### config.mk
export PLATFORM = sky130hd
export DESIGN_NAME = sha256_msg_server
export DESIGN_NICKNAME = d
export VERILOG_FILES = /design/src/rtl/sha256_pkg.sv /design/src/rtl/sha256_pad_word.sv /design/src/rtl/sha256_msg_server.sv
export SDC_FILE = /design/constraint.sdc
export NUM_CORES = 2
export LEC_CHECK = 0
export ABC_AREA = 1
export CAP_MARGIN = 20
export CELL_PAD_IN_SITES_DETAIL_PLACEMENT = 0
export CELL_PAD_IN_SITES_GLOBAL_PLACEMENT = 1
export CORE_AREA = 2 2 480 387
export DETAILED_ROUTE_END_ITERATION = 6
export DIE_AREA = 0 0 482 389
export GPL_TIMING_DRIVEN = 0
export PLACE_DENSITY = 0.83
export SLEW_MARGIN = 20
export SYNTH_ARGS = -nofsm -noshare
export SYNTH_HDL_FRONTEND = slang
export SYNTH_HIERARCHICAL = 1
export SYNTH_SLANG_ARGS = --single-unit
### constraint.sdc
create_clock -name clk -period 5.75 [get_ports clk]
set_input_delay 0.8625 -clock clk [delete_from_list [all_inputs] [get_ports clk]]
set_output_delay 0.8625 -clock clk [all_outputs]
set_load 0.05 [all_outputs]
### src/rtl/sha256_pkg.sv
// Shared SHA-256 constants, server state encoding and the padded-length helper
// used by the message server.
package sha256_pkg;

   localparam int         SHA_BLOCK_WORDS = 16;
   localparam logic [7:0] SHA_PAD_MARKER  = 8'h80;
   localparam int         SHA_LEN_WORDS   = 2;

   typedef enum logic {
      FILL  = 1'b0,
      SERVE = 1'b1
   } ServerState;

   // Smallest whole number of 512-bit blocks that holds message + marker + 64-bit length.
   function automatic logic [31:0] padded_total_words(input logic [31:0] nbytes);
      return (((nbytes + 32'd8) >> 6) + 32'd1) * 32'(SHA_BLOCK_WORDS);
   endfunction

endpackage

### src/rtl/sha256_pad_word.sv
// Combinational selector that turns a word address into the SHA-256 padded
// message word: stored data, marker, zero fill or the bit-length words.
module sha256_pad_word
   import sha256_pkg::*;
(
   input  logic [31:0] addr,
   input  logic [31:0] words,
   input  logic [31:0] total,
   input  logic [2:0]  last_bytes,
   input  logic [31:0] stored,
   input  logic [63:0] len_bits,
   output logic [31:0] padded
);

   // Length words take priority; the padding formula keeps them clear of data.
   always_comb begin
      padded = 32'h0000_0000;
      if (addr == total - 32'd1) begin
         padded = len_bits[31:0];
      end else if (addr == total - 32'(SHA_LEN_WORDS)) begin
         padded = len_bits[63:32];
      end else if (addr < words - 32'd1) begin
         padded = stored;
      end else if (addr == words - 32'd1) begin
         case (last_bytes)
            3'd1:    padded = {stored[31:24], SHA_PAD_MARKER, 16'h0000};
            3'd2:    padded = {stored[31:16], SHA_PAD_MARKER, 8'h00};
            3'd3:    padded = {stored[31:8], SHA_PAD_MARKER};
            default: padded = stored;
         endcase
      end else if ((addr == words) && (last_bytes == 3'd4)) begin
         padded = {SHA_PAD_MARKER, 24'h00_0000};
      end else begin
         padded = 32'h0000_0000;
      end
   end

endmodule

### src/rtl/sha256_msg_server.sv
// Memory-side responder for the SHA-256 chunk fetcher: buffers a raw host
// message and serves its padded form through a fixed-latency read pipeline.
module sha256_msg_server
   import sha256_pkg::*;
#(
   parameter int DEPTH_WORDS  = 64,
   parameter int READ_LATENCY = 2
) (
   input  logic        clk,
   input  logic        rst,
   input  logic        wr_vld,
   output logic        wr_rdy,
   input  logic [31:0] wr_data,
   input  logic        wr_last,
   input  logic [1:0]  wr_last_bytes,
   input  logic        msg_release,
   input  logic [31:0] mem_addr,
   output logic        mem_data_vld,
   output logic [31:0] mem_data,
   output logic        msg_ready,
   output logic [31:0] msg_total_words,
   output logic        overflow
);

   localparam int AW = $clog2(DEPTH_WORDS);
   localparam logic [AW:0] CNT_ONE = {{AW{1'b0}}, 1'b1};

   ServerState  state_r, state_nxt_s;
   logic [AW:0] cnt_r;
   logic [31:0] mem_buf_r [DEPTH_WORDS];
   logic [31:0] words_r, total_r;
   logic [2:0]  last_bytes_r;
   logic [63:0] len_bits_r;
   logic        wr_rdy_r, msg_ready_r, overflow_r;
   logic        accept_s, trunc_s, last_beat_s, flush_s, serve_s, addr_ok_s;
   logic [2:0]  beat_bytes_s;
   logic [31:0] nbytes_s, padded_s;
   logic        vld_pipe_r  [READ_LATENCY];
   logic [31:0] data_pipe_r [READ_LATENCY];

   // State register.
   always_ff @(posedge clk or negedge rst) begin
      if (!rst) state_r <= FILL;
      else      state_r <= state_nxt_s;
   end

   // Next-state decode.
   always_comb begin
      state_nxt_s = state_r;
      case (state_r)
         FILL:    if (accept_s && last_beat_s) state_nxt_s = SERVE; else state_nxt_s = FILL;
         SERVE:   if (msg_release) state_nxt_s = FILL; else state_nxt_s = SERVE;
         default: state_nxt_s = FILL;
      endcase
   end

   // Per-state strobes plus the byte count a closing beat would latch.
   always_comb begin
      accept_s = 1'b0;
      serve_s  = 1'b0;
      flush_s  = 1'b0;
      case (state_r)
         FILL:    accept_s = wr_vld && wr_rdy_r;
         SERVE:   begin serve_s = !msg_release; flush_s = msg_release; end
         default: accept_s = 1'b0;
      endcase
      // A full buffer closes the message even without wr_last.
      trunc_s     = (32'(cnt_r) == 32'(DEPTH_WORDS - 1)) && !wr_last;
      last_beat_s = wr_last || trunc_s;
      if (trunc_s || (wr_last_bytes == 2'd0)) beat_bytes_s = 3'd4;
      else                                    beat_bytes_s = {1'b0, wr_last_bytes};
      nbytes_s  = (32'(cnt_r) << 2) + 32'(beat_bytes_s);
      addr_ok_s = serve_s && (mem_addr < total_r);
   end

   // Host-ready flag tracks the upcoming state so it drops with the closing beat.
   always_ff @(posedge clk or negedge rst) begin
      if (!rst) wr_rdy_r <= 1'b0;
      else      wr_rdy_r <= (state_nxt_s == FILL);
   end

   // Message bookkeeping latched by the closing beat, cleared by release.
   always_ff @(posedge clk or negedge rst) begin
      if (!rst) begin
         cnt_r        <= '0;
         words_r      <= 32'h0;
         total_r      <= 32'h0;
         last_bytes_r <= 3'd0;
         len_bits_r   <= 64'h0;
         msg_ready_r  <= 1'b0;
         overflow_r   <= 1'b0;
      end else if (flush_s) begin
         cnt_r       <= '0;
         total_r     <= 32'h0;
         msg_ready_r <= 1'b0;
         overflow_r  <= 1'b0;
      end else if (accept_s) begin
         cnt_r <= cnt_r + CNT_ONE;
         if (last_beat_s) begin
            words_r      <= (nbytes_s + 32'd3) >> 2;
            total_r      <= padded_total_words(nbytes_s);
            last_bytes_r <= beat_bytes_s;
            len_bits_r   <= {29'd0, nbytes_s, 3'b000};
            msg_ready_r  <= 1'b1;
            overflow_r   <= trunc_s;
         end
      end
   end

   // Message storage; contents are don't-care until written.
   always_ff @(posedge clk) begin
      if (accept_s) mem_buf_r[cnt_r[AW-1:0]] <= wr_data;
   end

   sha256_pad_word u_pad (
      .addr       (mem_addr),
      .words      (words_r),
      .total      (total_r),
      .last_bytes (last_bytes_r),
      .stored     (mem_buf_r[mem_addr[AW-1:0]]),
      .len_bits   (len_bits_r),
      .padded     (padded_s)
   );

   // Read pipeline; release wipes every in-flight response.
   always_ff @(posedge clk or negedge rst) begin
      if (!rst) begin
         for (int i = 0; i < READ_LATENCY; i++) begin
            vld_pipe_r[i]  <= 1'b0;
            data_pipe_r[i] <= 32'h0;
         end
      end else if (flush_s) begin
         for (int i = 0; i < READ_LATENCY; i++) begin
            vld_pipe_r[i]  <= 1'b0;
            data_pipe_r[i] <= 32'h0;
         end
      end else begin
         vld_pipe_r[0]  <= addr_ok_s;
         data_pipe_r[0] <= addr_ok_s ? padded_s : 32'h0;
         for (int i = 1; i < READ_LATENCY; i++) begin
            vld_pipe_r[i]  <= vld_pipe_r[i-1];
            data_pipe_r[i] <= data_pipe_r[i-1];
         end
      end
   end

   assign wr_rdy          = wr_rdy_r;
   assign msg_ready       = msg_ready_r;
   assign msg_total_words = total_r;
   assign overflow        = overflow_r;
   assign mem_data_vld    = vld_pipe_r[READ_LATENCY-1];
   assign mem_data        = data_pipe_r[READ_LATENCY-1];

endmodule

==> impl_metrics.yaml <==
outcome:
  status: "complete, but fails checks"
  violations: "design-rule violations"
setup_path:
  startpoint: "mem_addr[2]"
  max_stage_delay_ns: 0.86
  crit_buf_inv: 7
  path_max_fanout: 10
  rr_startpoint: "words_r[0]$_DFFE_PN0P_"
  crit_type: "in -> reg"
  ff2ff_setup_slack_ns: 0.54
  crit_arrival_ns: 6.32
  start_kind: "primary input"
  path_delay_family: "buffers and inverters"
  cp_cell_sequence: "clkdlybuf4s50_1 > buf_2 > clkbuf_1 > clkbuf_1 > nand3_1 > nand3_1 > nand3_1 > nand3_1 > and2_1 > inv_1 > a211oi_1 > a21oi_1 > nor2_1 > nand2_1 > o21ai_0 > inv_1 > nand2_1 > nand3_1 > nand2_1 > inv_1 > nor2_1"
  critPathSlowestCell: "clkdlybuf4s50_1"
  worst-r2r-cell-count: 30
  worstPathRequired_ns: 6.54
  critical_path.most_common_cell: "nand3_1"
  r2r_end: "data_pipe_r[46]$_DFF_PN0_"
  cp-end-kind: "flip-flop"
cells_and_area:
  regArea_um2: 64080
  fillers: 14710
  layout-drive-gt1-share_pct: 11.61
  layout.nets: 9251
  multi_input_area_um2: 26070
  area_growth_pct: 17.29
floorplanning:
  die_area_um2: 187500
  io_pins: 139
  dieHeight_um: 389
  row_count: 141
  core_area_um2: 183100
  die-width_um: 482
  start_util_pct: 50.63
grt:
  grt_overflow: 0
  antenna_found_initial: 15
  grt_max_degree: 84
  track_usage_pct: 36.30
  grt_pass1_wl_um: 480100
  grt_pass1_vias: 65900
clock_tree:
  cts_sinks: 2151
  clock_latency_ns: 0.86
  cts_buffer_depth: 3
  cts_buffers: 203
  htree_levels: 4
  cts_tree: "yes"
  root_buffer: "clkbuf_16"
  cts_setup_buffers: 0
  clkTransAtPathRegs_ns: 0.06
timing:
  skew_ns: 0.06022
  min_period_ns: 5.526
  fin_crit_sh_pct: 96.11
  fmax_mhz: 181.0
  setup_slack_ns: 0.2238
  final_max_slew_viol_count: 0
  rsz0062_at_grt: "no"
  maxSlewHeadroom_pct: 12.11
  hold_viol: 0
  tightest_slew_ns: 1.318
  setup_viol: 0
  setup-tns-final_ns: 0
synthesis:
  netlist.area_leader.share_pct: 66.33
  ys_seq_area_share_pct: 69.11
  synth_edf_count: 2048
  synthFlopType: "edfxtp_1"
  ys.warnings.count: 6
  synth.avg_cell_area_um2: 11.10
  synth_cells: 8351
  yosysUniqueCellTypes: 52
  yosysMostFrequentCell: "nand2_1"
  synth_common_cells: "nand2_1 (2,525), nand3_1 (2,148), edfxtp_1 (2,048), buf_2 (298), nor2_1 (277)"
  async_flop_share_pct: 4.788
  ys_ff_latch: 2151
  synth_top_area_cell: "edfxtp_1"
  netlist_area_um2: 92710
  synth_area_leaders: "edfxtp_1 (66%), nand3_1 (12%), nand2_1 (10%), dfrtp_1 (2.8%), buf_2 (1.6%)"
placement:
  numPortBuffers: 112
  hpwl_um: 244900
  dp_slack_ns: -0.3394
  gp_congestion: 0.9741
detailed_routing:
  drc_errors: 12
  first_iter_violations: 12430
  wl_per_cell_um: 29.29
  first_pass_iters: 7
  ant_nets: 0
  vias_per_cell: 6.083
  routed-via-count: 71420
  wl_um: 343900
worst_hold_path:
  min-delay-start: "wr_data[2]"
  hp-class: "in -> reg"
  hold_path_end: "mem_buf_r[28][2]$_DFFE_PP_"
  worstHoldPathCells: 1
power_and_ir_drop:
  leakage_nw: 40.84
  power.density_nw_per_um2: 316.7
  peakVddDrop_v: 0.0003291
run:
  maxCapViolCount: 0
==> power breakdown <==
part | leakage, nW | internal (mW) | switching, mW
Combinational | 17.9 | 0.942 | 2.69
Sequential | 19.8 | 17.4 | 0.112
Clock | 3.17 | 7.23 | 6.10
Total | 40.8 | 25.5 | 8.90
==> stage by stage <==
step / area, um^2 / util (%) / cells / total power [mW] / hold slack, ns
6_report: 108700 / 59.39 / 11740 / 34.44 / 0.4319
5_1_grt: 108700 / 59.37 / 11730 / 35.19 / 0.4023
4_1_cts: 108700 / 59.37 / 11730 / 34.24 / 0.3813
3_5_place_dp: 102200 / 55.84 / 11360 / 21.29 / 0.4600
3_3_place_gp: 97920 / 53.47 / 11170 / 21.11 / 0.4576
2_1_floorplan: 93750 / - / 8628 / 19.62 / 0.4425
==> metal layers <==
layer | up-vias | wire length, um | track usage (%)
met3 | 1052 | 53990 | 12.24
met2 | 5514 | 142400 | 51.25
met4 | 16 | 20970 | 17.88
met1 | 34430 | 126500 | 50.20
met5 | - | 115 | 0
li1 | 30420 | - | -
==> state kept, by name, summed over array words and instances, names as in the netlist <==
| name | cells |
|---|---|
| cnt_r | 7 |
| data_pipe_r | 32 |
| last_bytes_r | 3 |
| len_bits_r | 8 |
| mem_buf_r | 2048 |
| mem_data | 32 |
| mem_data_vld | 1 |
| msg_ready | 1 |
| msg_total_words | 6 |
| overflow | 1 |
| state_r | 1 |
| vld_pipe_r | 1 |
| words_r | 9 |
| wr_rdy | 1 |
==> worst max-delay path by stage <==
| stage | end | slack (ns) | cells past startpoint |
|---|---|---|---|
| after detailed placement | data_pipe_r[47]$_DFF_PN0_ | -0.34 | 21 |
| final | data_pipe_r[47]$_DFF_PN0_ | 0.22 | 21 |
| after floorplan | mem_buf_r[45][0]$_DFFE_PP_ | 0.71 | 6 |
| after global routing | data_pipe_r[55]$_DFF_PN0_ | 0.07 | 29 |
| after global placement | mem_buf_r[45][10]$_DFFE_PP_ | -5.24 | 7 |
| after CTS | data_pipe_r[55]$_DFF_PN0_ | 0.43 | 29 |
==> kinds of logic after synthesis <==
family / synth area share (%)
xor+xnor: 1.043
simple gates: 24.12
other cells: 0.004045
buf+inv: 4.397
fa+ha+maj: 0.6073
flops: 69.11
compound gates: 0.7126
==> final cells by class <==
class                      count  area share [%]
sequential                  2151           58.92
multi-input combinational   5656           23.97
clock buffer                 248           4.930
timing repair buffer         302           4.588
tap                         2431           2.797
buffer                       538           2.782
clock inverter               125           1.012
inverter                     283          0.9791
antenna                        8         0.01841
==> timing repair <==
action / 4_1_cts / 5_1_grt
hold endpoints to repair: 20 / 0
setup endpoints to repair: 0 / 11
gates resized for setup: 0 / 5
hold buffers: 1 / 0
==> cells in the final DEF (no fill, tap or decap), types with 8 or more instances in the layout <==
| cell type | n |
|---|---|
| o21ai_0 | 42 |
| buf_16 | 89 |
| a21oi_1 | 40 |
| nor2_1 | 219 |
| buf_12 | 55 |
| nor2_4 | 72 |
| nand2_2 | 10 |
| nor2_2 | 14 |
| nor3_1 | 18 |
| clkbuf_1 | 98 |
| nor4_1 | 17 |
| o21ai_1 | 11 |
| or2_2 | 8 |
| nand3_1 | 2148 |
| clkinv_2 | 45 |
| clkdlybuf4s50_1 | 79 |
| edfxtp_1 | 2048 |
| inv_2 | 10 |
| xnor2_1 | 24 |
| conb_1 | 278 |
| ha_1 | 45 |
| clkbuf_2 | 10 |
| nand4_1 | 28 |
| xor2_1 | 82 |
| dfrtp_1 | 103 |
| buf_6 | 43 |
| buf_4 | 148 |
| diode_2 | 8 |
| clkinv_1 | 53 |
| bufinv_16 | 13 |
| inv_1 | 268 |
| and2_1 | 26 |
| nand2_1 | 2525 |
| buf_1 | 41 |
| clkbuf_16 | 205 |
| buf_2 | 305 |
==> worst register-to-register path: cells and delay by family, from the launching register on <==
kind	cells	cell delay, ns
compound gates	2	0.42
xor+xnor	1	0.16
fa+ha+maj	2	0.50
buf+inv	6	0.68
flops	1	0.41
simple gates	19	2.99
Power figures use the tool's default switching activity.
